===== src/rtl/cpu_pkg.sv =====
// Shared CPU definitions: ALU opcodes, execute-stage state encoding and the
// execute-stage entry record.
package cpu_pkg;

  localparam logic [3:0] ALU_ADD  = 4'd0;
  localparam logic [3:0] ALU_SUB  = 4'd1;
  localparam logic [3:0] ALU_SLT  = 4'd2;
  localparam logic [3:0] ALU_SLTU = 4'd3;
  localparam logic [3:0] ALU_AND  = 4'd4;
  localparam logic [3:0] ALU_NOR  = 4'd5;
  localparam logic [3:0] ALU_OR   = 4'd6;
  localparam logic [3:0] ALU_XOR  = 4'd7;
  localparam logic [3:0] ALU_SLL  = 4'd8;
  localparam logic [3:0] ALU_SRL  = 4'd9;
  localparam logic [3:0] ALU_SRA  = 4'd10;
  localparam logic [3:0] ALU_LUI  = 4'd11;

  typedef enum logic [1:0] {
    EXE_EMPTY = 2'd0,
    EXE_ONE   = 2'd1,
    EXE_TWO   = 2'd2
  } exe_state_t;

  // Fixed-width fields of an entry; the XLEN-wide operands are stored
  // alongside it because their width is a module parameter.
  typedef struct packed {
    logic [31:0] pc;
    logic [3:0]  alu_op;
    logic [4:0]  dest;
    logic        gr_we;
  } exe_entry_t;

endpackage


===== src/rtl/exe_skid_buf.sv =====
// Two-entry (head + skid) buffer of the execute stage with its state machine
// and both valid/allowin handshakes.
module exe_skid_buf
  import cpu_pkg::*;
#(
  parameter int XLEN = 32
) (
  input  logic             clk,
  input  logic             reset,
  input  logic             flush,
  input  logic             ds_to_es_valid,
  output logic             es_allowin,
  input  exe_entry_t       ds_entry,
  input  logic [XLEN-1:0]  ds_src1,
  input  logic [XLEN-1:0]  ds_src2,
  input  logic             ms_allowin,
  output logic             es_to_ms_valid,
  output exe_entry_t       head,
  output logic [XLEN-1:0]  head_src1,
  output logic [XLEN-1:0]  head_src2,
  output exe_state_t       state
);

  exe_entry_t      skid;
  logic [XLEN-1:0] skid_src1;
  logic [XLEN-1:0] skid_src2;
  exe_state_t      state_nxt;
  logic            push;
  logic            pop;
  logic            load_head;
  logic            load_skid;
  logic            shift_skid;

  // Handshake: a transfer happens on a rising edge where valid and allowin
  // are both high; allowin never depends on the sender's valid, and
  // es_allowin comes from the state register only (plus reset).
  assign es_allowin     = ~reset & (state != EXE_TWO);
  assign es_to_ms_valid = (state != EXE_EMPTY);
  assign push           = ds_to_es_valid & es_allowin;
  assign pop            = es_to_ms_valid & ms_allowin;

  always_comb begin
    state_nxt  = state;
    load_head  = 1'b0;
    load_skid  = 1'b0;
    shift_skid = 1'b0;
    if (flush) begin
      state_nxt = EXE_EMPTY;
    end else begin
      case (state)
        EXE_EMPTY: begin
          if (push) begin
            state_nxt = EXE_ONE;
            load_head = 1'b1;
          end
        end
        EXE_ONE: begin
          if (push && pop) begin
            load_head = 1'b1;
          end else if (push) begin
            state_nxt = EXE_TWO;
            load_skid = 1'b1;
          end else if (pop) begin
            state_nxt = EXE_EMPTY;
          end
        end
        EXE_TWO: begin
          if (pop) begin
            state_nxt  = EXE_ONE;
            shift_skid = 1'b1;
          end
        end
        default: state_nxt = EXE_EMPTY;
      endcase
    end
  end

  always_ff @(posedge clk) begin
    if (reset) state <= EXE_EMPTY;
    else       state <= state_nxt;
  end

  // Payloads carry no reset; they are only meaningful while the state says so.
  always_ff @(posedge clk) begin
    if (load_head) begin
      head      <= ds_entry;
      head_src1 <= ds_src1;
      head_src2 <= ds_src2;
    end else if (shift_skid) begin
      head      <= skid;
      head_src1 <= skid_src1;
      head_src2 <= skid_src2;
    end
    if (load_skid) begin
      skid      <= ds_entry;
      skid_src1 <= ds_src1;
      skid_src2 <= ds_src2;
    end
  end

endmodule


===== src/rtl/exe_stage.sv =====
// Execute stage: skid-buffered decode->memory handshake plus the ALU on the
// head entry. Define EXE_FWD_EN to enable the head-entry forwarding outputs.
module exe_stage
  import cpu_pkg::*;
#(
  parameter int XLEN = 32
) (
  input  logic             clk,
  input  logic             reset,
  input  logic             es_flush,
  input  logic             ds_to_es_valid,
  output logic             es_allowin,
  input  logic [31:0]      ds_pc,
  input  logic [3:0]       ds_alu_op,
  input  logic [XLEN-1:0]  ds_src1,
  input  logic [XLEN-1:0]  ds_src2,
  input  logic [4:0]       ds_dest,
  input  logic             ds_gr_we,
  input  logic             ms_allowin,
  output logic             es_to_ms_valid,
  output logic [31:0]      es_pc,
  output logic [XLEN-1:0]  es_alu_res,
  output logic [4:0]       es_dest,
  output logic             es_gr_we,
  output logic             es_fwd_valid,
  output logic [4:0]       es_fwd_dest,
  output logic [XLEN-1:0]  es_fwd_data,
  output exe_state_t       es_state
);

  exe_entry_t      ds_entry;
  exe_entry_t      head;
  logic [XLEN-1:0] head_src1;
  logic [XLEN-1:0] head_src2;
  logic [4:0]      shamt;

  assign ds_entry = '{pc: ds_pc, alu_op: ds_alu_op, dest: ds_dest, gr_we: ds_gr_we};

  exe_skid_buf #(.XLEN(XLEN)) u_skid_buf (
    .clk            (clk),
    .reset          (reset),
    .flush          (es_flush),
    .ds_to_es_valid (ds_to_es_valid),
    .es_allowin     (es_allowin),
    .ds_entry       (ds_entry),
    .ds_src1        (ds_src1),
    .ds_src2        (ds_src2),
    .ms_allowin     (ms_allowin),
    .es_to_ms_valid (es_to_ms_valid),
    .head           (head),
    .head_src1      (head_src1),
    .head_src2      (head_src2),
    .state          (es_state)
  );

  assign es_pc    = head.pc;
  assign es_dest  = head.dest;
  assign es_gr_we = head.gr_we;
  assign shamt    = head_src1[4:0];

  // Shifts move src2 by src1[4:0]; LUI places src2's low half in the top half.
  always_comb begin
    es_alu_res = '0;
    case (head.alu_op)
      ALU_ADD:  es_alu_res = head_src1 + head_src2;
      ALU_SUB:  es_alu_res = head_src1 - head_src2;
      ALU_SLT:  es_alu_res = {{(XLEN-1){1'b0}}, $signed(head_src1) < $signed(head_src2)};
      ALU_SLTU: es_alu_res = {{(XLEN-1){1'b0}}, head_src1 < head_src2};
      ALU_AND:  es_alu_res = head_src1 & head_src2;
      ALU_NOR:  es_alu_res = ~(head_src1 | head_src2);
      ALU_OR:   es_alu_res = head_src1 | head_src2;
      ALU_XOR:  es_alu_res = head_src1 ^ head_src2;
      ALU_SLL:  es_alu_res = head_src2 << shamt;
      ALU_SRL:  es_alu_res = head_src2 >> shamt;
      ALU_SRA:  es_alu_res = $signed(head_src2) >>> shamt;
      ALU_LUI:  es_alu_res = head_src2 << 16;
      default:  es_alu_res = '0;
    endcase
  end

`ifdef EXE_FWD_EN
  assign es_fwd_valid = es_to_ms_valid & es_gr_we & (es_dest != 5'd0);
  assign es_fwd_dest  = es_dest;
  assign es_fwd_data  = es_alu_res;
`else
  assign es_fwd_valid = 1'b0;
  assign es_fwd_dest  = 5'd0;
  assign es_fwd_data  = '0;
`endif

endmodule


===== config.mk =====
export PLATFORM = sky130hd
export DESIGN_NAME = exe_stage
export DESIGN_NICKNAME = d
export VERILOG_FILES = /design/src/rtl/cpu_pkg.sv /design/src/rtl/exe_skid_buf.sv /design/src/rtl/exe_stage.sv
export SDC_FILE = /design/constraint.sdc
export NUM_CORES = 1
export LEC_CHECK = 0
export ABC_AREA = 1
export CAP_MARGIN = 20
export CELL_PAD_IN_SITES_DETAIL_PLACEMENT = 1
export CELL_PAD_IN_SITES_GLOBAL_PLACEMENT = 1
export CORE_ASPECT_RATIO = 1.4
export CORE_MARGIN = 10
export CORE_UTILIZATION = 30
export CTS_BUF_LIST = sky130_fd_sc_hd__clkbuf_2 sky130_fd_sc_hd__clkbuf_4 sky130_fd_sc_hd__clkbuf_8
export DETAILED_ROUTE_END_ITERATION = 12
export GPL_TIMING_DRIVEN = 0
export PLACE_DENSITY_LB_ADDON = 0.15
export RECOVER_POWER = 50
export REMOVE_ABC_BUFFERS = 1
export SLEW_MARGIN = 0
export SYNTH_ARGS = -nofsm -noshare
export SYNTH_HDL_FRONTEND = slang
export SYNTH_HIERARCHICAL = 1
export SYNTH_SLANG_ARGS = --single-unit

===== constraint.sdc =====
create_clock -name clk -period 11.8 [get_ports clk]
set_clock_uncertainty 0.05 [all_clocks]
set_input_delay 2.36 -clock clk [delete_from_list [all_inputs] [get_ports clk]]
set_output_delay 2.36 -clock clk [all_outputs]
set_load 0.005 [all_outputs]

==> impl_metrics.json <==
{
  "cts_buffer_depth": 3,
  "instances_no_fill": 3783,
  "dr.pass1.iters": 5,
  "grt_max_degree": 64,
  "fin_crit_sh": 0.657,
  "drive_gt1_frac": 0.0392,
  "setup_ws_ns": 4.05,
  "ir_worst_vdd_v": 0.0000936,
  "dp_slack_ns": 4.58,
  "worstSetupPathType": "flip-flop to output port",
  "synth-edff-count": 212,
  "slew_headroom": -0.234,
  "grt_pass1_vias": 20600,
  "cts_num_sinks": 214,
  "fin_crit_ns": 7.75,
  "dieArea_sq_um": 72200,
  "synth-seq-cells": 214,
  "die_h_um": 314,
  "critical_path.max_stage_delay_ns": 0.95,
  "cts.repair.resized": 0,
  "grt_pass1_wl_mm": 130,
  "cp_common_cell": "nand2_1",
  "cp.arrival_ns": 5.34,
  "core_sq_um": 61000,
  "nets": 3140,
  "chipWidth_um": 230,
  "grt_antenna_before_repair": 10,
  "r2r_start": "u_skid_buf/state[0]",
  "tns_ns": 0,
  "slowest_stage": "edfxtp_1",
  "syn-cell-area_sq_um": 18500,
  "final-hold-violation-count": 0,
  "ant_nets": 0,
  "seqCellArea_sq_um": 6410,
  "placed_area_sq_um": 21300,
  "hp-start": "u_skid_buf/skid_src2[21]",
  "drt_iter0_drc": 1031,
  "io_pins": 223,
  "overflow": 0,
  "powerDensity_nw_per_um2": 84.2,
  "avgViaCountPerCell": 5.12,
  "fmax_mhz": 129,
  "cts-root-buf": "clkbuf_8",
  "ctsHoldBuffers": 0,
  "htreeDepth": 2,
  "clk_pin_slew_ns": 0.07,
  "synth_area_per_cell_sq_um": 6.65,
  "p_leak_nw": 10.3,
  "cts_tree": "built",
  "drt-total-wl_mm": 88.3,
  "status": "complete, but fails checks",
  "worstPathRequired_ns": 9.39,
  "reg2reg_to": "u_skid_buf/head_src1[24]",
  "rows": 107,
  "area_growth_pct": 18.6,
  "yosysWarnings": 6,
  "io_buffers": 184,
  "min_path_type": "flip-flop to flip-flop",
  "rr_worst_depth": 9,
  "async_flop_share": 0,
  "synthesis.instances": 2787,
  "startpoint_type": "flip-flop",
  "clock_latency_ns": 0.58,
  "violations": "capacitance limit, slew limit",
  "multi_input_area_sq_um": 10200,
  "dpl.cell_count": 3709,
  "drv_slew": 45,
  "crit_chain": "inv_2 -> buf_12 -> ha_1 -> nand2_1 -> nand3_1 -> nand2_1 -> nand2_1 -> nand2_1 -> nand3_1 -> nand2_1 -> a31oi_1 -> nand3_1 -> clkdlybuf4s50_1",
  "setup_viol": 0,
  "rsz0062_at_grt": "no",
  "grt.total_usage": 0.238,
  "whs_endpoint": "u_skid_buf/head_src2[21]",
  "synth_top_flop_cell": "edfxtp_1",
  "drcViolationCount": 0,
  "min_path_cells": 2,
  "detail_route.wl_per_cell_um": 23.3,
  "cts_buffers": 36,
  "maxCapViolCount": 1,
  "fin_util": 0.360,
  "synth_seq_area_share": 0.346,
  "initial_core_util": 0.304,
  "worst_setup_path_end_kind": "output port",
  "synth_cell_types": 46,
  "mostFrequentLayoutCell": "nand2_1",
  "num_vias": 19400,
  "fillCellCount": 7897,
  "final_cell_mix": "nand2_1 (1129), nand3_1 (340), inv_1 (300)",
  "worstMarginPinSlew_ns": 1.85,
  "timing.critical_path.fanout_max": 37,
  "dp_hpwl_mm": 72.3,
  "place_congestion": 0.947,
  "fin_area_sq_um": 22000,
  "ff2ff_setup_slack_ns": 8.11,
  "post-cts-setup-buffers": 0
}
-- cells by family after synthesis --
logic type / after synthesis / synth area share
xor+xnor: 5 / 0.00236
simple gates: 1736 / 0.387
flops: 214 / 0.346
fa+ha+maj: 98 / 0.0670
buf+inv: 461 / 0.112
mux: 1 / 0.000540
other cells: 1 / 0.000202
compound gates: 271 / 0.0848
-- stage by stage --
stage,hold slack (ns),power [mW]
after floorplan,0.437,1.05
after CTS,0.460,1.89
final,0.457,1.85
after global placement,0.443,1.22
after global routing,0.472,1.95
after detailed placement,0.447,1.23
-- worst max path at each step --
stage                                        from                  endpoint  cells past startpoint
after CTS                 u_skid_buf/head_src1[2]             es_alu_res[6]                     14
after global placement                 ms_allowin  u_skid_buf/head_src1[12]                      7
after floorplan                          es_flush        u_skid_buf/head[0]                      3
after detailed placement  u_skid_buf/head_src1[2]             es_alu_res[6]                     14
final                     u_skid_buf/head_src1[2]             es_alu_res[7]                     13
after global routing      u_skid_buf/head_src1[2]             es_alu_res[7]                     13
-- metal layers --
layer / global-route usage / vias to the layer above / wire, um
li1: - / 9308 / -
met1: 0.257 / 9313 / 33700
met2: 0.441 / 550 / 45600
met3: 0.0334 / 189 / 3940
met4: 0.126 / 2 / 5080
met5: 0 / - / 13
-- area by class of cell --
type,instances,area share
well taps,817,0.0465
multi-input cells,2149,0.464
repair buffers,220,0.113
inverters,310,0.0530
flip-flops and latches,214,0.291
clock inverters,15,0.00364
clock buffers,49,0.0270
diodes,9,0.00102
-- power breakdown --
group | internal (mW) | switching, mW | total, mW | leakage, nW
sequential | 0.848 | 0.0154 | 0.863 | 1.94
clock | 0.329 | 0.314 | 0.643 | 0.354
combinational | 0.118 | 0.228 | 0.346 | 7.95
-- flip-flops by register name (all words and copies together) (netlist names) --
signal and flops:
u_skid_buf/skid_src1 32, u_skid_buf/head 42, u_skid_buf/skid 42, u_skid_buf/skid_src2 32, u_skid_buf/state 2, u_skid_buf/head_src1 32
u_skid_buf/head_src2 32
-- cell usage after synthesis, types with 11 or more instances --
library cell	number	share of area
a21oi_1	92	0.025
buf_2	60	0.016
buf_4	49	0.020
buf_6	11	0.0067
clkbuf_1	19	0.0038
edfxtp_1	212	0.34
ha_1	96	0.065
inv_1	300	0.061
nand2_1	1128	0.23
nand3_1	340	0.092
nand4_1	29	0.0098
nor2_1	182	0.037
nor3_1	22	0.0059
o211ai_1	30	0.012
o21ai_0	86	0.023
o21bai_1	11	0.0045
o22ai_1	13	0.0044
-- critical path, delay by kind of cell (launching register included) --
family,cells,cell delay (ns)
adder cells (fa/ha/maj),1,0.46
AND/OR/NAND/NOR,8,1.29
AO/OA/AOI/OAI,1,0.62
buffers and inverters,3,1.41
flip-flops,1,0.95
(Power assumes the default switching activity.)
